[config.mk]
export PLATFORM = sky130hd
export DESIGN_NAME = sd_cmd_phy_flat
export DESIGN_NICKNAME = d
export VERILOG_FILES = /design/src/rtl/sd_cmd_phy_pkg.sv /design/src/rtl/sd_cmd_phy_if.sv /design/src/rtl/sd_cmd_phy_crc7.sv /design/src/rtl/sd_cmd_phy.sv /design/src/flat_wrapper.sv
export SDC_FILE = /design/constraint.sdc
export NUM_CORES = 1
export LEC_CHECK = 0
export CORE_MARGIN = 5
export CORE_UTILIZATION = 47
export CTS_CLUSTER_DIAMETER = 30
export DETAILED_ROUTE_END_ITERATION = 6
export PLACE_DENSITY = 0.77
export RECOVER_POWER = 50
export SYNTH_ARGS = -nofsm -noshare
export SYNTH_HDL_FRONTEND = slang
export SYNTH_SLANG_ARGS = --single-unit
[constraint.sdc]
create_clock -name clock_i -period 6.2 [get_ports clock_i]
set_input_delay 0.93 -clock clock_i [delete_from_list [all_inputs] [get_ports clock_i]]
set_output_delay 0.93 -clock clock_i [all_outputs]
set_load 0.005 [all_outputs]
[src/rtl/sd_cmd_phy_pkg.sv]
// Shared types and constants for the SD CMD-line framer.
// Latency: n/a (declarations only).
// Backpressure: n/a.
// Contents: response-type and FSM state encodings, CRC7 polynomial, frame lengths.
package sd_cmd_phy_pkg;

   typedef enum logic [1:0] {
      RESP_NONE = 2'b00,
      RESP_48   = 2'b01,
      RESP_136  = 2'b10,
      RESP_RSVD = 2'b11   // behaves like RESP_NONE
   } resp_type_e;

   typedef enum logic [2:0] {
      ST_IDLE,
      ST_PRE,
      ST_TX,
      ST_TAIL,
      ST_WAIT_RESP,
      ST_RX,
      ST_DONE
   } state_e;

   // x^7 + x^3 + 1 (the x^7 term is implicit in the shift)
   localparam logic [6:0] CRC7_POLY = 7'h09;

   localparam int FRAME_LEN     = 48;   // command frame and short response
   localparam int RESP_LONG_LEN = 136;  // R2 response
   localparam int CRC_SPAN      = 40;   // bits covered by CRC7 in a 48-bit frame

endpackage

[src/rtl/sd_cmd_phy_if.sv]
// Command-controller and pad-side signal bundle for sd_cmd_phy.
// Latency: n/a (wires only).
// Backpressure: none; start is a strobe accepted only while busy is low.
// slave modport is the framer; master modport is the controller/pad model driving it.
interface sd_cmd_phy_if;
   import sd_cmd_phy_pkg::*;

   logic                     start;
   logic [5:0]               cmd_index;
   logic [31:0]              cmd_arg;
   logic [1:0]               resp_type;
   logic                     busy;
   logic                     done;
   logic                     timeout;
   logic                     crc_error;
   logic [RESP_LONG_LEN-1:0] response;
   logic                     pad_enable;
   logic                     pad_output_input;
   logic                     pad_data_out;
   logic                     pad_data_in;

   modport master (
      output start, cmd_index, cmd_arg, resp_type, pad_data_in,
      input  busy, done, timeout, crc_error, response,
             pad_enable, pad_output_input, pad_data_out
   );

   modport slave (
      input  start, cmd_index, cmd_arg, resp_type, pad_data_in,
      output busy, done, timeout, crc_error, response,
             pad_enable, pad_output_input, pad_data_out
   );

endinterface

[src/rtl/sd_cmd_phy_crc7.sv]
// Serial CRC7 accumulator, one bit per enabled cycle, MSB-first data.
// Latency: crc_o reflects a bit one cycle after it is presented with enable_i.
// Backpressure: none; clear_i has priority over enable_i.
// Ports: clock_i, reset_i, clear_i, enable_i, bit_i in; crc_o[6:0] out.
module sd_cmd_phy_crc7
   import sd_cmd_phy_pkg::*;
(
   input  logic       clock_i,
   input  logic       reset_i,
   input  logic       clear_i,
   input  logic       enable_i,
   input  logic       bit_i,
   output logic [6:0] crc_o
);

   logic [6:0] crc_q, crc_d;
   logic       fb;

   always_comb begin
      fb    = bit_i ^ crc_q[6];
      crc_d = crc_q;
      if (clear_i)
         crc_d = 7'h00;
      else if (enable_i)
         crc_d = {crc_q[5:0], 1'b0} ^ (fb ? CRC7_POLY : 7'h00);
   end

   always_ff @(posedge clock_i or posedge reset_i) begin
      if (reset_i)
         crc_q <= 7'h00;
      else
         crc_q <= crc_d;
   end

   assign crc_o = crc_q;

endmodule

[src/rtl/sd_cmd_phy.sv]
// SD host CMD-line framer: sends a 48-bit command, then optionally captures a 48/136-bit response.
// Latency: done 50 cycles after start for no-response commands; otherwise after response or timeout.
// Backpressure: start is ignored while busy (including the done cycle).
// Ports: clock_i, reset_i (async, active-high); bus (sd_cmd_phy_if.slave) carries
//   controller handshake, status, response and the pad enable/direction/data signals.
module sd_cmd_phy
   import sd_cmd_phy_pkg::*;
#(
   parameter int TIMEOUT   = 64,
   parameter bit CRC_CHECK = 1'b1
)
(
   input  logic        clock_i,
   input  logic        reset_i,
   sd_cmd_phy_if.slave bus
);

   localparam int WCW = $clog2(TIMEOUT);

   state_e                   state_q, state_d;
   logic [7:0]               bit_cnt_q, bit_cnt_d;
   logic [WCW-1:0]           wait_cnt_q, wait_cnt_d, wait_nxt;
   logic [CRC_SPAN-1:0]      sh_q, sh_d;
   logic                     has_resp_q, has_resp_d;
   logic                     long_q, long_d;
   logic [RESP_LONG_LEN-1:0] resp_q, resp_d;
   logic                     timeout_q, timeout_d;
   logic                     crc_err_q, crc_err_d;

   logic       start_acc, tx_bit, tx_crc_en, rx_crc_en;
   logic [6:0] tx_crc, rx_crc;
   logic [7:0] rx_len;

   assign start_acc = (state_q == ST_IDLE) && bus.start;
   assign rx_len    = long_q ? 8'(RESP_LONG_LEN) : 8'(FRAME_LEN);
   assign wait_nxt  = wait_cnt_q + 1'b1;

   // Counter 47..8 carries start/dir/index/arg, 7..1 the CRC (MSB first), 0 the end bit.
   always_comb begin
      tx_bit = 1'b1;
      if (bit_cnt_q >= 8'd8)
         tx_bit = sh_q[CRC_SPAN-1];
      else if (bit_cnt_q != 8'd0)
         tx_bit = tx_crc[bit_cnt_q[2:0] - 3'd1];
   end

   assign tx_crc_en = (state_q == ST_TX) && (bit_cnt_q >= 8'd8);
   // Start bit is folded in on the WAIT->RX edge; RX then adds bits until 40 are covered.
   assign rx_crc_en = ((state_q == ST_WAIT_RESP) && !bus.pad_data_in) ||
                      ((state_q == ST_RX) && (bit_cnt_q < 8'(CRC_SPAN)));

   sd_cmd_phy_crc7 u_tx_crc (
      .clock_i (clock_i), .reset_i (reset_i), .clear_i (start_acc),
      .enable_i(tx_crc_en), .bit_i (sh_q[CRC_SPAN-1]), .crc_o (tx_crc)
   );

   sd_cmd_phy_crc7 u_rx_crc (
      .clock_i (clock_i), .reset_i (reset_i), .clear_i (start_acc),
      .enable_i(rx_crc_en), .bit_i (bus.pad_data_in), .crc_o (rx_crc)
   );

   always_ff @(posedge clock_i or posedge reset_i) begin
      if (reset_i) begin
         state_q    <= ST_IDLE;
         bit_cnt_q  <= '0;
         wait_cnt_q <= '0;
         sh_q       <= '0;
         has_resp_q <= 1'b0;
         long_q     <= 1'b0;
         resp_q     <= '0;
         timeout_q  <= 1'b0;
         crc_err_q  <= 1'b0;
      end else begin
         state_q    <= state_d;
         bit_cnt_q  <= bit_cnt_d;
         wait_cnt_q <= wait_cnt_d;
         sh_q       <= sh_d;
         has_resp_q <= has_resp_d;
         long_q     <= long_d;
         resp_q     <= resp_d;
         timeout_q  <= timeout_d;
         crc_err_q  <= crc_err_d;
      end
   end

   always_comb begin
      state_d    = state_q;
      bit_cnt_d  = bit_cnt_q;
      wait_cnt_d = wait_cnt_q;
      sh_d       = sh_q;
      has_resp_d = has_resp_q;
      long_d     = long_q;
      resp_d     = resp_q;
      timeout_d  = timeout_q;
      crc_err_d  = crc_err_q;
      unique case (state_q)
         ST_IDLE: if (bus.start) begin
            sh_d       = {1'b0, 1'b1, bus.cmd_index, bus.cmd_arg};
            has_resp_d = (bus.resp_type == RESP_48) || (bus.resp_type == RESP_136);
            long_d     = (bus.resp_type == RESP_136);
            resp_d     = '0;
            timeout_d  = 1'b0;
            crc_err_d  = 1'b0;
            state_d    = ST_PRE;
         end
         ST_PRE: begin
            bit_cnt_d = 8'(FRAME_LEN - 1);
            state_d   = ST_TX;
         end
         ST_TX: begin
            if (bit_cnt_q >= 8'd8)
               sh_d = sh_q << 1;
            if (bit_cnt_q == 8'd0)
               state_d = ST_TAIL;
            else
               bit_cnt_d = bit_cnt_q - 8'd1;
         end
         ST_TAIL: begin
            wait_cnt_d = '0;
            state_d    = has_resp_q ? ST_WAIT_RESP : ST_DONE;
         end
         ST_WAIT_RESP: begin
            if (!bus.pad_data_in) begin
               resp_d    = {resp_q[RESP_LONG_LEN-2:0], bus.pad_data_in};
               bit_cnt_d = 8'd1;
               state_d   = ST_RX;
            end else if (wait_nxt == WCW'(TIMEOUT - 1)) begin
               // the TAIL cycle plus TIMEOUT-1 wait cycles puts done TIMEOUT cycles after TAIL
               timeout_d = 1'b1;
               state_d   = ST_DONE;
            end else begin
               wait_cnt_d = wait_nxt;
            end
         end
         ST_RX: begin
            resp_d    = {resp_q[RESP_LONG_LEN-2:0], bus.pad_data_in};
            bit_cnt_d = bit_cnt_q + 8'd1;
            if (bit_cnt_q + 8'd1 == rx_len) begin
               state_d = ST_DONE;
               // resp_q[6:0] here is received bits 7..1 (the end bit is still arriving)
               if (!long_q)
                  crc_err_d = CRC_CHECK && (rx_crc != resp_q[6:0]);
            end
         end
         ST_DONE: state_d = ST_IDLE;
         default: state_d = ST_IDLE;
      endcase
   end

   always_comb begin
      bus.busy             = (state_q != ST_IDLE);
      bus.done             = (state_q == ST_DONE);
      bus.pad_enable       = (state_q != ST_IDLE) && (state_q != ST_DONE);
      bus.pad_output_input = (state_q == ST_TX) || (state_q == ST_TAIL);
      bus.pad_data_out     = (state_q == ST_TX) ? tx_bit : 1'b1;
      bus.timeout          = timeout_q;
      bus.crc_error        = crc_err_q;
      bus.response         = resp_q;
   end

endmodule

[src/flat_wrapper.sv]
// flat-port wrapper written by rule: the top's interface ports become plain ports
module sd_cmd_phy_flat import sd_cmd_phy_pkg::*;
#(
   parameter int TIMEOUT   = 64,
   parameter bit CRC_CHECK = 1'b1
)
  (clock_i, reset_i, bus_start, bus_cmd_index, bus_cmd_arg, bus_resp_type, bus_pad_data_in, bus_busy, bus_done, bus_timeout, bus_crc_error, bus_response, bus_pad_enable, bus_pad_output_input, bus_pad_data_out);
  sd_cmd_phy_if bus_i ();
  input  logic clock_i;
  input  logic reset_i;
  input wire logic [$bits(bus_i.start)-1:0] bus_start;
  input wire logic [$bits(bus_i.cmd_index)-1:0] bus_cmd_index;
  input wire logic [$bits(bus_i.cmd_arg)-1:0] bus_cmd_arg;
  input wire logic [$bits(bus_i.resp_type)-1:0] bus_resp_type;
  input wire logic [$bits(bus_i.pad_data_in)-1:0] bus_pad_data_in;
  output wire logic [$bits(bus_i.busy)-1:0] bus_busy;
  output wire logic [$bits(bus_i.done)-1:0] bus_done;
  output wire logic [$bits(bus_i.timeout)-1:0] bus_timeout;
  output wire logic [$bits(bus_i.crc_error)-1:0] bus_crc_error;
  output wire logic [$bits(bus_i.response)-1:0] bus_response;
  output wire logic [$bits(bus_i.pad_enable)-1:0] bus_pad_enable;
  output wire logic [$bits(bus_i.pad_output_input)-1:0] bus_pad_output_input;
  output wire logic [$bits(bus_i.pad_data_out)-1:0] bus_pad_data_out;
  assign bus_i.start = bus_start;
  assign bus_i.cmd_index = bus_cmd_index;
  assign bus_i.cmd_arg = bus_cmd_arg;
  assign bus_i.resp_type = bus_resp_type;
  assign bus_i.pad_data_in = bus_pad_data_in;
  assign bus_busy = bus_i.busy;
  assign bus_done = bus_i.done;
  assign bus_timeout = bus_i.timeout;
  assign bus_crc_error = bus_i.crc_error;
  assign bus_response = bus_i.response;
  assign bus_pad_enable = bus_i.pad_enable;
  assign bus_pad_output_input = bus_i.pad_output_input;
  assign bus_pad_data_out = bus_i.pad_data_out;
  sd_cmd_phy #(.TIMEOUT(TIMEOUT), .CRC_CHECK(CRC_CHECK)) u_core (.clock_i(clock_i), .reset_i(reset_i), .bus(bus_i));
endmodule
-- Word-level counts from Yosys, hierarchy flattened
Cells that the tools add are included.
- add/sub/neg operators: 4
- $lt $le $gt $ge: 3
- equal/unequal tests: 23
- mux-type cells: 38
- bitwise operators: 4
- reduce and logical (&&, ||, !) cells: 29
- operators by type and width (kind ; count):
    136-bit one-hot mux with 3 select lines ; 1
    136-bit 2-to-1 mux ; 2
    40-bit 2-to-1 mux ; 2
    40-bit one-hot mux with 2 select lines ; 1
    8-bit one-hot mux with 4 select lines ; 1
    7-bit 2-to-1 mux ; 4
    8-bit 2-to-1 mux ; 3
    2-bit != test, second input constant ; 10
    3-bit one-hot mux with 6 select lines ; 1
    3-bit 2-to-1 mux ; 5
    7-bit by 4-bit XOR with 7-bit output ; 2
    6-bit 2-to-1 mux ; 2
    6-bit one-hot mux with 2 select lines ; 1
    3-bit AND reduction ; 4
    4-bit AND reduction ; 3
    2-bit nonzero test ; 6
    3-bit equality test, second input constant ; 3
    1-bit 2-to-1 mux ; 9
    8-bit by 1-bit adder with 8-bit output, second input constant ; 1
    8-bit equality test ; 1
    8-bit by 4-bit >= comparator with 1-bit output, second input constant ; 1
    8-bit zero test ; 1
    8-bit by 6-bit < comparator with 1-bit output, second input constant ; 1
    4-bit 2-to-1 mux ; 2
    other kinds (23) ; 34
- flip-flop bits (word level): 211
- input port bits: 44
- word-level logic and storage cells: 112

-- Depth between registers and ports, before layout
Gate-level depths: netlist of the first run.
- depth after elaboration: 6
- mapped depth: 8
- depth with buffers taken out: 7

-- Cells and area by module
From an unflattened synthesis of the first run, not the netlist that was laid out.
- cell total of the unflattened synthesis: 1049
- area total of the unflattened synthesis: 9619.2 um^2
- modules (own cells, without submodules) (module ; instances ; cells each ; area each (um^2)):
    sd_cmd_phy ; 1 ; 991 ; 8996.1
    sd_cmd_phy_crc7 ; 2 ; 29 ; 311.5

-- Least setup slack after synthesis of the first run
OpenSTA, ideal clock, no wires.
- path type: register to output
- from: reg u_core.bit_cnt_q[0]
- to: out bus_pad_data_out
- data arrival time: 1744 ps
- data required time: 5270 ps
- slack: 3526 ps
- stages on the path, launching flop included: 6
- buffers on the path: 0
- path through: dfrtp_1 inv_1 ha_1 mux4_2 a211oi_1 o21ai_0
- longest elaborated chain between the ends: 6
- elaborated cells on any way between the ends: 8
- those cells by class: add/sub: 1; order compare: 1; mux: 5; reduce/logical: 1
- RTL lines (what ; RTL line ; text):
    start: declaration ; sd_cmd_phy.sv:21 ; logic [7:0] bit_cnt_q, bit_cnt_d;
    start signal: assignment ; sd_cmd_phy.sv:75 ; bit_cnt_q <= bit_cnt_d;
    3-bit by 1-bit subtractor with 3-bit output ; sd_cmd_phy.sv:44 ; tx_bit = tx_crc[bit_cnt_q[2:0] - 3'd1];
    1-bit binary-select mux with 3-bit select ; sd_cmd_phy.sv:44 ;
    1-bit 2-to-1 mux (not written as such) ; sd_cmd_phy.sv:44 ;
    1-bit 2-to-1 mux ; sd_cmd_phy.sv:43 ; else if (bit_cnt_q != 8'd0)
    1-bit 2-to-1 mux * ; sd_cmd_phy.sv:41 ; if (bit_cnt_q >= 8'd8)
    1-bit 2-to-1 mux * ; sd_cmd_phy.sv:155 ; bus.pad_data_out = (state_q == ST_TX) ? tx_bit : 1'b1;
    end: declaration ; flat_wrapper.sv:23 ; output wire logic [$bits(bus_i.pad_data_out)-1:0] bus_pad_data_out;
Every way passes the cells marked *; elsewhere a longest branch is shown, timed or not. The select of a mux whose other input is x is not followed.

==> results.py, run 1 <==
metrics = {
    "logic_synthesis": {
        "synth_top_area_share_pct": 55.4,
        "syn_avg_cell_area_sq_um": 9.02,
        "postSynthCellCount": 1058,
        "synthArstFlopShare_pct": 100,
        "synth_seq_area_share_pct": 55.4,
        "synth_cell_types": 61,
        "synth-main-ff-cell": "dfrtp_1",
        "synth_area_sq_um": 9540,
        "synth_edf_count": 0,
        "synth.most_common_cell": "nand2_1",
        "synthTopCellsByArea": "dfrtp_1 55%, nand2_1 13%, nand3_1 7.9%",
        "yosysTopAreaCell": "dfrtp_1",
        "yosysWarnings": 0,
        "yosys-top-cells-count": "340 x nand2_1, 211 x dfrtp_1, 150 x nand3_1",
        "synth_nets": 1109,
        "synth-seq-cells": 211,
    },
    "final_layout": {
        "synthToLayoutAreaGrowth_pct": 36.5,
        "instances_no_fill": 1525,
        "final_area_sq_um": 13000,
        "multi_input_area_sq_um": 3880,
        "diodes": 0,
        "drive_gt1_share_pct": 8.37,
        "nFillCells": 1549,
        "fin_nets": 1275,
        "seqCellArea_sq_um": 5280,
    },
    "pwr": {
        "p_comb_share_pct": 3.0,
        "swShare_pct": 20.4,
        "power_density_nw_per_um2": 295,
        "seqPwrFrac_pct": 37.4,
        "leakage_nw": 6.65,
        "vdd_drop_max_v": 0.000208,
        "switching_power_mw": 0.782,
        "pwr-share-clk_pct": 59.6,
        "internal-power_mw": 3.06,
    },
    "timing": {
        "fmax_ghz": 0.244,
        "fin_crit_ps": 4100,
        "slew_headroom_pct": -120,
        "tns_ps": 0,
        "finalMaxSlewViolations": 138,
        "layout_setup_ws_ps": 2100,
        "tightestPinTransition_ps": 3300,
        "setup_viol": 0,
        "finalCritPeriodShare_pct": 66.1,
        "clock_skew_ps": 14.6,
        "rsz0062_at_grt": "no",
        "timing.final.hold_violations": 0,
    },
    "detailed_routing": {
        "drc": 0,
        "vias": 8067,
        "viasPerCell": 5.29,
        "routed_wl_mm": 24.0,
        "first_pass_iters": 5,
        "wire_per_inst_microns": 15.7,
        "drt_iter0_drc": 508,
        "ant_nets": 0,
    },
    "global_route": {
        "antenna_found_initial": 0,
        "grt_max_degree": 138,
        "grt_pass1_vias": 7725,
        "grt_overflow": 0,
        "grt_pass1_wl_mm": 40.2,
        "grt_util_all_layers_pct": 20.3,
    },
    "floorplan": {
        "die_area_sq_um": 23200,
        "fp.dieW_microns": 152,
        "core-area_sq_um": 20100,
        "initial_core_util_pct": 47.4,
        "num_io_pins": 187,
        "rows": 52,
        "dieHeight_microns": 152,
    },
    "worst_setup_path": {
        "path_cells": "dlygate4sd3_1 > clkinvlp_4 > clkbuf_2",
        "start_kind": "input port",
        "cp.required_ps": 6070,
        "arrival_ps": 3960,
        "r2r_cells": 7,
        "max_stage_delay_ps": 2280,
        "worstSetupPathType": "in -> async",
        "cp_slowest_cell": "clkbuf_2",
        "r2r_end": "u_core.bus.response[103]$_DFFE_PP0P_",
        "cp_max_fo": 137,
        "worst-r2r-setup-slack_ps": 3320,
        "worst_setup_path_end_kind": "async pin",
        "r2r_start": "u_core.state_q[2]$_DFFE_PP0P_",
    },
    "cts": {
        "cts_tree": "done",
        "htreeDepth": 2,
        "clk_pin_slew_ps": 40,
        "cts-resized-gates": 0,
        "cts-root-buf": "clkbuf_16",
        "insertion_delay_ps": 510,
        "numCtsBuffers": 45,
        "cts_buffer_depth": 3,
        "postCtsSetupBuffers": 0,
        "hold_buffers": 0,
        "clkSinkCount": 211,
    },
    "place": {
        "post_dp_cell_area_sq_um": 11500,
        "gp_congestion": 0.808,
        "dp_slack_ps": 2500,
        "placed_cells": 1446,
        "portBuffers": 186,
        "dp_hpwl_mm": 15.1,
    },
    "hold_path": {
        "holdPathStages": 2,
        "worstHoldStart": "u_core.sh_q[0]$_DFFE_PP0P_",
        "hold_class": "reg -> reg",
        "holdPathEnd": "u_core.sh_q[0]$_DFFE_PP0P_",
    },
    "run_status": {
        "outcome": "finished, violations left",
        "violations": "capacitance limit, slew limit",
    },
    "run": {
        "cap_violations": 1,
    },
}
-- cells in the final DEF (no fill, tap or decap), types with 14 or more instances in the layout --
master	synthesis	layout
nand3_1	150	150
nand2_1	340	340
a21oi_1	15	14
dlygate4sd3_1	0	61
mux2i_1	40	40
clkbuf_16	0	47
inv_1	19	18
o21ai_0	76	76
clkdlybuf4s50_1	0	125
clkbuf_8	0	16
dfrtp_1	211	211
nor2_1	17	16
-- logic make-up (layout without fill, tap and decap cells) --
logic type | count (synthesis) | in the layout | share of synthesized area [%]
AND/OR/NAND/NOR | 549 | 549 | 25.0
flip-flops | 211 | 211 | 55.4
AO/OA/AOI/OAI | 135 | 135 | 8.40
buffers and inverters | 98 | 295 | 4.33
multiplexers | 42 | 42 | 4.55
XOR/XNOR | 16 | 16 | 1.47
adder cells (fa/ha/maj) | 7 | 7 | 0.918
-- cell type report --
| cell class | instances | area share [%] |
|---|---|---|
| flip-flops and latches | 211 | 40.6 |
| inverters | 19 | 0.577 |
| repair buffers | 198 | 15.0 |
| clock inverters | 11 | 0.673 |
| multi-input cells | 749 | 29.8 |
| well taps | 270 | 2.60 |
| clock buffers | 67 | 10.8 |
-- how the worst max path moves through the flow --
| stage | cells past startpoint | slack (ps) | end | start |
|---|---|---|---|---|
| after CTS | 7 | 2220 | bus_pad_data_out | u_core.bit_cnt_q[0]$_DFFE_PP0P_ |
| after global placement | 7 | 2580 | u_core.bus.response[116]$_DFFE_PP0P_ | bus_pad_data_in |
| after global routing | 3 | 1300 | u_core.wait_cnt_q[5]$_DFFE_PP0P_ | reset_i |
| after detailed placement | 7 | 2500 | u_core.bus.response[13]$_DFFE_PP0P_ | bus_pad_data_in |
| after floorplan | 1 | 2530 | u_core.bit_cnt_q[0]$_DFFE_PP0P_ | reset_i |
| final | 3 | 2100 | u_core.wait_cnt_q[2]$_DFFE_PP0P_ | reset_i |
-- critical path, delay by kind of cell --
family	cells	cell delay, ps
buf+inv	3	2930
-- through the flow --
| stage | total power [mW] | utilization (%) | hold slack, ps |
|---|---|---|---|
| floorplan | 1.52 | - | 438 |
| global placement | 1.57 | 57.4 | 455 |
| detailed placement | 1.58 | 57.4 | 470 |
| CTS | 3.89 | 64.8 | 479 |
| global route | 3.98 | 64.7 | 499 |
| finish | 3.84 | 64.7 | 473 |
-- sequential cells by signal, indices dropped and copies added, names as in the netlist, 3 cells and up --
register,count
u_core.bus.response,136
u_core.sh_q,40
u_core.bit_cnt_q,8
u_core.u_rx_crc.crc_o,7
u_core.u_tx_crc.crc_o,7
u_core.wait_cnt_q,6
u_core.state_q,3
-- power by group through the flow --
stage	registers (mW)	logic (mW)	clock network, mW
after floorplan	1.45	0.0685	0
after global placement	1.45	0.120	0
after detailed placement	1.45	0.121	0
after CTS	1.43	0.122	2.33
after global routing	1.44	0.135	2.41
final	1.43	0.116	2.29
-- per-layer routing --
metal	vias up	share of wire (%)	GRT usage, %
li1	3888	-	-
met1	3833	42	27.6
met2	279	47	31.4
met3	67	6.7	5.08
met4	0	3.9	8.49
met5	-	0	0
No activity file was read; power rests on OpenSTA's default activity.
==> run 2: changes to the inputs <==
- CORE_UTILIZATION: 47 -> 52
- PLACE_DENSITY: 0.77 -> 0.8
- clock period: 6.2 -> 3.9 ns (I/O delays scaled with it)
==> results.py, run 2 (synthesized netlist as in run 1, its figures left out) <==
metrics = {
    "detailed_routing": {
        "wire_per_inst_microns": 16.3,
        "vias": 8195,
        "viasPerCell": 5.50,
        "drt_iter0_drc": 592,
        "routed_wl_mm": 24.2,
        "ant_nets": 0,
        "drc": 0,
        "first_pass_iters": 6,
    },
    "worst_setup_path": {
        "cp_max_fo": 8,
        "max_stage_delay_ps": 480,
        "cp_slowest_cell": "clkdlybuf4s50_1",
        "cp.required_ps": 3310,
        "arrival_ps": 2920,
        "worstSetupPathType": "reg -> out",
        "start_kind": "flop",
        "path_cells": "inv_1 > ha_1 > xnor2_1 > mux4_2 > a211oi_1 > o21ai_0 > clkdlybuf4s50_1",
        "worst-r2r-setup-slack_ps": 1080,
        "worst_setup_path_end_kind": "primary output",
    },
    "floorplan": {
        "rows": 49,
        "dieHeight_microns": 145,
        "die_area_sq_um": 21200,
        "core-area_sq_um": 18000,
        "fp.dieW_microns": 145,
        "initial_core_util_pct": 52.9,
        "num_io_pins": 187,
    },
    "place": {
        "gp_congestion": 0.882,
        "portBuffers": 186,
        "placed_cells": 1409,
        "dp_hpwl_mm": 15.4,
    },
    "timing": {
        "setup_viol": 0,
        "finalMaxSlewViolations": 75,
        "timing.final.hold_violations": 0,
        "rsz0062_at_grt": "no",
        "fmax_ghz": 0.285,
        "tns_ps": 0,
        "slew_headroom_pct": -18.5,
        "finalCritPeriodShare_pct": 89.9,
        "tightestPinTransition_ps": 1780,
        "clock_skew_ps": 15.3,
        "fin_crit_ps": 3510,
    },
    "cts": {
        "hold_buffers": 0,
        "numCtsBuffers": 46,
        "cts-root-buf": "clkbuf_16",
        "cts_tree": "done",
        "cts-resized-gates": 0,
        "insertion_delay_ps": 520,
        "cts_buffer_depth": 3,
        "htreeDepth": 2,
        "postCtsSetupBuffers": 0,
        "clkSinkCount": 211,
        "clk_pin_slew_ps": 50,
    },
    "run": {
        "cap_violations": 2,
    },
    "global_route": {
        "grt_use_met2_pct": 36.8,
        "antenna_found_initial": 0,
        "grt_overflow": 0,
        "grt_max_degree": 144,
        "grtUsageMet3_pct": 5.29,
        "grt_util_all_layers_pct": 22.7,
        "busiest_layer": "met2",
        "grt_pass1_wl_mm": 41.0,
        "grt_pass1_vias": 8120,
        "use_met1_pct": 29.6,
    },
    "final_layout": {
        "drive_gt1_share_pct": 8.17,
        "fin_nets": 1279,
        "instances_no_fill": 1489,
        "final_cell_mix": "340 x nand2_1, 211 x dfrtp_1, 150 x nand3_1, 118 x clkdlybuf4s50_1, 76 x o21ai_0",
        "layout_commonest_cell": "nand2_1",
        "synthToLayoutAreaGrowth_pct": 36.4,
        "diodes": 0,
        "largest_reg_flops": 136,
    },
    "hold_path": {
        "hold_class": "reg -> reg",
    },
    "pwr": {
        "design_power_total_mw": 6.12,
        "power_density_nw_per_um2": 471,
        "leakage_nw": 6.67,
        "vdd_drop_max_v": 0.000638,
    },
    "run_status": {
        "outcome": "finished, violations left",
        "violations": "capacitance limit, slew limit",
    },
}
[run 2: through the flow]
step	worst slack, ps	utilization, %	hold slack, ps	cell area, sq um
after CTS	388	72.5	466	13100
after detailed placement	949	64.2	456	11600
after global routing	110	72.2	476	13000
after floorplan	573	-	438	9540
after global placement	995	64.2	452	11600
final	392	72.2	459	13000
[run 2: path summary, 6_finish.rpt]
| check | startpoint | to | cells past startpoint |
|---|---|---|---|
| max in group asynchronous | reset_i | u_core.wait_cnt_q[2]$_DFFE_PP0P_ | 3 |
| min in group asynchronous | reset_i | u_core.bus.response[13]$_DFFE_PP0P_ | 2 |
| hold reg to reg | u_core.bus.response[135]$_DFFE_PP0P_ | u_core.bus.response[135]$_DFFE_PP0P_ | 2 |
| hold / removal | u_core.bus.response[135]$_DFFE_PP0P_ | u_core.bus.response[135]$_DFFE_PP0P_ | 2 |
| setup / recovery | u_core.bit_cnt_q[0]$_DFFE_PP0P_ | bus_pad_data_out | 7 |
| setup reg to reg | u_core.state_q[1]$_DFFE_PP0P_ | u_core.bit_cnt_q[4]$_DFFE_PP0P_ | 5 |
[run 2: cell type report]
class                           count  area [sq um]
Clock buffer                       63          1290
Tap cell                          229           287
Fill cell                        1307          5020
Inverter                           19          72.6
Timing Repair Buffer              201          1990
Multi-Input combinational cell    749          3880
Clock inverter                     17           195
Sequential cell                   211          5280
[run 2: worst max-delay path, delay by kind of cell (launching register included)]
family | cells | cell delay [ps]
AOI/OAI and AO/OA | 2 | 350
DFF | 1 | 470
xor gates and xnor gates | 1 | 300
muxes | 1 | 350
buffers and inverters | 2 | 640
adders and majority gates | 1 | 300
[run 2: power by group]
part,internal [mW],switching (mW)
sequential,2.24,0.0418
combinational,0.0939,0.0964
clock,2.49,1.15
[run 2: routing by layer]
layer / part of all wire [%] / vias to the layer above
met5: 0 / -
met1: 41 / 3945
met2: 49 / 291
li1: - / 3898
met3: 6.4 / 61
met4: 3.2 / 0
==> RTL change 1: new RTL, config.mk and constraints of run 2 <==
`CRC_CHECK` is set to 1'b1 in 2 places; all go to 1'b0.
--- a/src/rtl/sd_cmd_phy.sv
+++ b/src/rtl/sd_cmd_phy.sv
@@ -7,7 +7,7 @@
    import sd_cmd_phy_pkg::*;
 #(
    parameter int TIMEOUT   = 64,
-   parameter bit CRC_CHECK = 1'b1
+   parameter bit CRC_CHECK = 1'b0
 )
 (
    input  logic        clock_i,
--- a/src/flat_wrapper.sv
+++ b/src/flat_wrapper.sv
@@ -2,7 +2,7 @@
 module sd_cmd_phy_flat import sd_cmd_phy_pkg::*;
 #(
    parameter int TIMEOUT   = 64,
-   parameter bit CRC_CHECK = 1'b1
+   parameter bit CRC_CHECK = 1'b0
 )
   (clock_i, reset_i, bus_start, bus_cmd_index, bus_cmd_arg, bus_resp_type, bus_pad_data_in, bus_busy, bus_done, bus_timeout, bus_crc_error, bus_response, bus_pad_enable, bus_pad_output_input, bus_pad_data_out);
   sd_cmd_phy_if bus_i ();
Behaviour: no difference found for any inputs over 10 cycles, from zero or initial values and one cycle with reset_i high; that may be too few to reach the edited logic, so the function may still have changed.
==> RTL change 1 against run 2 <==
- the run still ends with capacitance limit, slew limit left
- final area down 4.4%
- routed wire length down 4.8%
- sequential cell count down 8
- total power down 7.1%
- global-route usage about the same
- sequential power down 4%
- synthesized area down 3.4%
- worst setup slack worse by 0.047 ns
- first-iteration DRC count down 18%
- critical endpoint unchanged
- largest cell class unchanged
- largest power group unchanged
- highest routed layer unchanged
==> RTL change 1: results (changes against run 2) <==
reg2reg start u_core.bit_cnt_q[5]; Storage cell area 5080 sq um (-3.8%); sequential cells 203 (-3.8%); 1st-pass router iterations 5 (-1); Vias/cell 5.38 (-2.2%); placed cell count 1353 (-4.0%); Psw 1.22 mW (-5.5%); status finished with violations; first-pass GRT wire length 38300 um (-6.5%); Leakage Power 6.53 nW (-2.2%); Inverters, non-clock 10 (-9); Arr. time, crit path 2.97 ns (+0.05 ns); final slew viol count 158 (+110%); drt first-iter violations 484 (-18%); max_cap viols 2 (unchanged); Commonest cells post-synth 340 x nand2_1, 203 x dfrtp_1, 151 x nand3_1; Final #Nets 1221 (-4.5%); clock buffers 49 (-22%); failing checks capacitance limit, slew limit; Post-DP Area 11100 sq um (-3.8%); Worst Path Max Fanout 13 (+5); DR WL/cell 16.2 um (-0.53%); syn_nets 1063 (-4.1%); combinational power 166 uW (-13%); FMAX 281 MHz (-1.3%); top cells by area, synth dfrtp_1 55%, nand2_1 14%, nand3_1 8.2%, mux2i_1 4.8%, o21ai_1 1.7%; CTS Buf Count 40 (-13%); Area Overhead vs Synth 34.9%; final hold slack 0.461 ns (+0.00287 ns); routed vias 7669 (-6.4%); nonclk buf count 197 (-2.0%); clock-cell share of area 10.7% (-0.78 points); port bufs 185 (-0.54%); fraction of area in multi-input gates 30.0% (+0.16 points); syn_area_per_cell 9.10 sq um (+0.97%); GP Congestion 0.878 (-0.52%); critical-path cell with the highest stage delay dfrtp_1; GRT Util Overall 22.7% (-0.026 points)
-- RTL change 1: cell types whose count changed after synthesis, sizes merged, moves of 4 or more --
| cell | change |
|---|---|
| mux2i | +4 |
| o21ai | -23 |
| clkbuf | -26 |
| a31oi | -4 |
| a21oi | -4 |
| buf | +28 |
| xnor2 | -4 |
| dfrtp | -8 |
| inv | -9 |
-- RTL change 1: logic make-up (layout without fill, tap and decap cells) --
group                      count (synthesis)  count (layout)  share of synthesized area (%)
other                                      1               1                         0.0407
buffers and inverters                     91             279                           4.59
AOI/OAI and AO/OA                        107             107                           7.48
muxes                                     45              45                           5.03
DFF                                      203             203                           55.1
and+or+nand+nor                          549             549                           25.9
xor gates and xnor gates                   9               9                          0.856
adders and majority gates                  7               7                          0.951
-- RTL change 1: metal layers --
layer  global-route usage, %  share of wire (%)
met4                    7.85                2.5
met2                    35.3                 46
met1                    31.2                 42
met3                    5.79                8.7
met5                       0                  0
==> RTL change 2: new RTL, flow settings as in run 2 <==
Without the edit above. The 7 states of `state_e` get a Gray code encoding in 3 bits.
--- a/src/rtl/sd_cmd_phy_pkg.sv
+++ b/src/rtl/sd_cmd_phy_pkg.sv
@@ -12,13 +12,13 @@
    } resp_type_e;
 
    typedef enum logic [2:0] {
-      ST_IDLE,
-      ST_PRE,
-      ST_TX,
-      ST_TAIL,
-      ST_WAIT_RESP,
-      ST_RX,
-      ST_DONE
+      ST_IDLE      = 3'b000,
+      ST_PRE       = 3'b001,
+      ST_TX        = 3'b011,
+      ST_TAIL      = 3'b010,
+      ST_WAIT_RESP = 3'b110,
+      ST_RX        = 3'b111,
+      ST_DONE      = 3'b101
    } state_e;
 
    // x^7 + x^3 + 1 (the x^7 term is implicit in the shift)
Function: same outputs for any inputs over 10 cycles, from zero or initial values and one cycle with reset_i high; not proved beyond that.
==> RTL change 2 against run 2 <==
- the flow finishes with violations (capacitance limit)
- synthesized area fell by 4.6%
- final area is 4.2% lower
- non-clock buffer count is 6 lower
- routed wire length fell by 7.7%
- via count down 14%
- sequential cell count unchanged
- largest cell class unchanged
- critical path depth did not move
- worst setup slack got worse by 0.18 ns
- synthesized cell count decreased by 27%
- critical path type unchanged
- cell count decreased by 20%
Power is not compared: it rests on default switching activity, and its combinational part moved more than twofold at a synthesized area within 25%.
==> RTL change 2: results (changes against run 2) <==
syn_area_per_cell 11.8 sq um (+31%); sequential cells 211 (unchanged); dpl hpwl 14100 um (-8.2%); area of the multi-input gates 3480 sq um (-11%); 1st-pass router iterations 5 (-1); crit path time final 3.68 ns (+0.175 ns); post-synth cell types 70 (+15%); status finished with violations; critical-path cell with the highest stage delay mux4_2; Post-DP Area 11100 sq um (-4.1%); failing checks capacitance limit; buffer share of cell area 15.8% (+0.52 points); vias in the first global route 6890 (-15%); Final #Nets 994 (-22%); number of fill cells 1172 (-10%); met3 wire len 1540 um (-1.1%); Worst Path Max Fanout 11 (+3); drt first-iter violations 548 (-7.4%); Area Overhead vs Synth 37.0%; max_cap viols 1 (-1); Inverters, non-clock 18 (-1); Arr. time, crit path 3.10 ns (+0.18 ns); largest net degree at the start of global routing 136 (-5.6%); routed vias 7009 (-14%); nonclk buf count 195 (-3.0%); Worst Clk Skew 0.0172 ns (+0.00190 ns); met2 WL 10600 um (-11%); Reg-to-Reg End u_core.bus.response[28]; top cells by area, synth dfrtp_1 58%, a22o_1 13%, mux2i_1 5.8%, o21ai_0 3.0%, nand2_1 2.6%; syn_nets 820 (-26%); DR WL/cell 18.7 um (+15%); CTS Buf Count 39 (-15%); Worst-Margin Slew 1.47 ns (-0.308 ns); final hold slack 0.474 ns (+0.0159 ns); share of cells above drive strength 1 9.56% (+1.4 points); dpl ws 0.597 ns (-0.352 ns); Compound-Gate Fraction of Synth Area 21.0% (+13 points); Seq area share 42.4% (+1.8 points); clock buffers 52 (-17%); worst min-delay path endpoint u_core.sh_q[34]; Synth Area in Adders 0.963% (+0.044 points); clock-cell share of area 11.1% (-0.37 points); GP Congestion 0.895 (+1.4%); post-synthesis mux area share 6.33% (+1.8 points)
-- RTL change 2: changes by cell type after synthesis, moves of 4 or more --
| cell | before | now |
|---|---|---|
| clkbuf_1 | 52 | 30 |
| mux2i_1 | 40 | 53 |
| a31oi_1 | 6 | 2 |
| nand2_1 | 340 | 64 |
| nand3_1 | 150 | 9 |
| o21ai_0 | 76 | 54 |
| buf_2 | 18 | 24 |
| nor2_1 | 17 | 25 |
| a22o_1 | 2 | 138 |
-- RTL change 2: routing by layer --
metal | up-vias | GRT usage [%]
met1 | 3509 | 29.6
li1 | 3198 | -
met3 | 65 | 6.42
met2 | 237 | 33.7
met5 | - | 0
met4 | 0 | 9.14
-- RTL change 2: critical path: cells and delay by family, from the launching register on --
kind                     cells  cell delay (ns)
buffers and inverters        2             0.63
multiplexers                 1             0.54
flip-flops                   1             0.51
AO/OA/AOI/OAI                2             0.39
XOR/XNOR                     1             0.27
adder cells (fa/ha/maj)      1             0.25
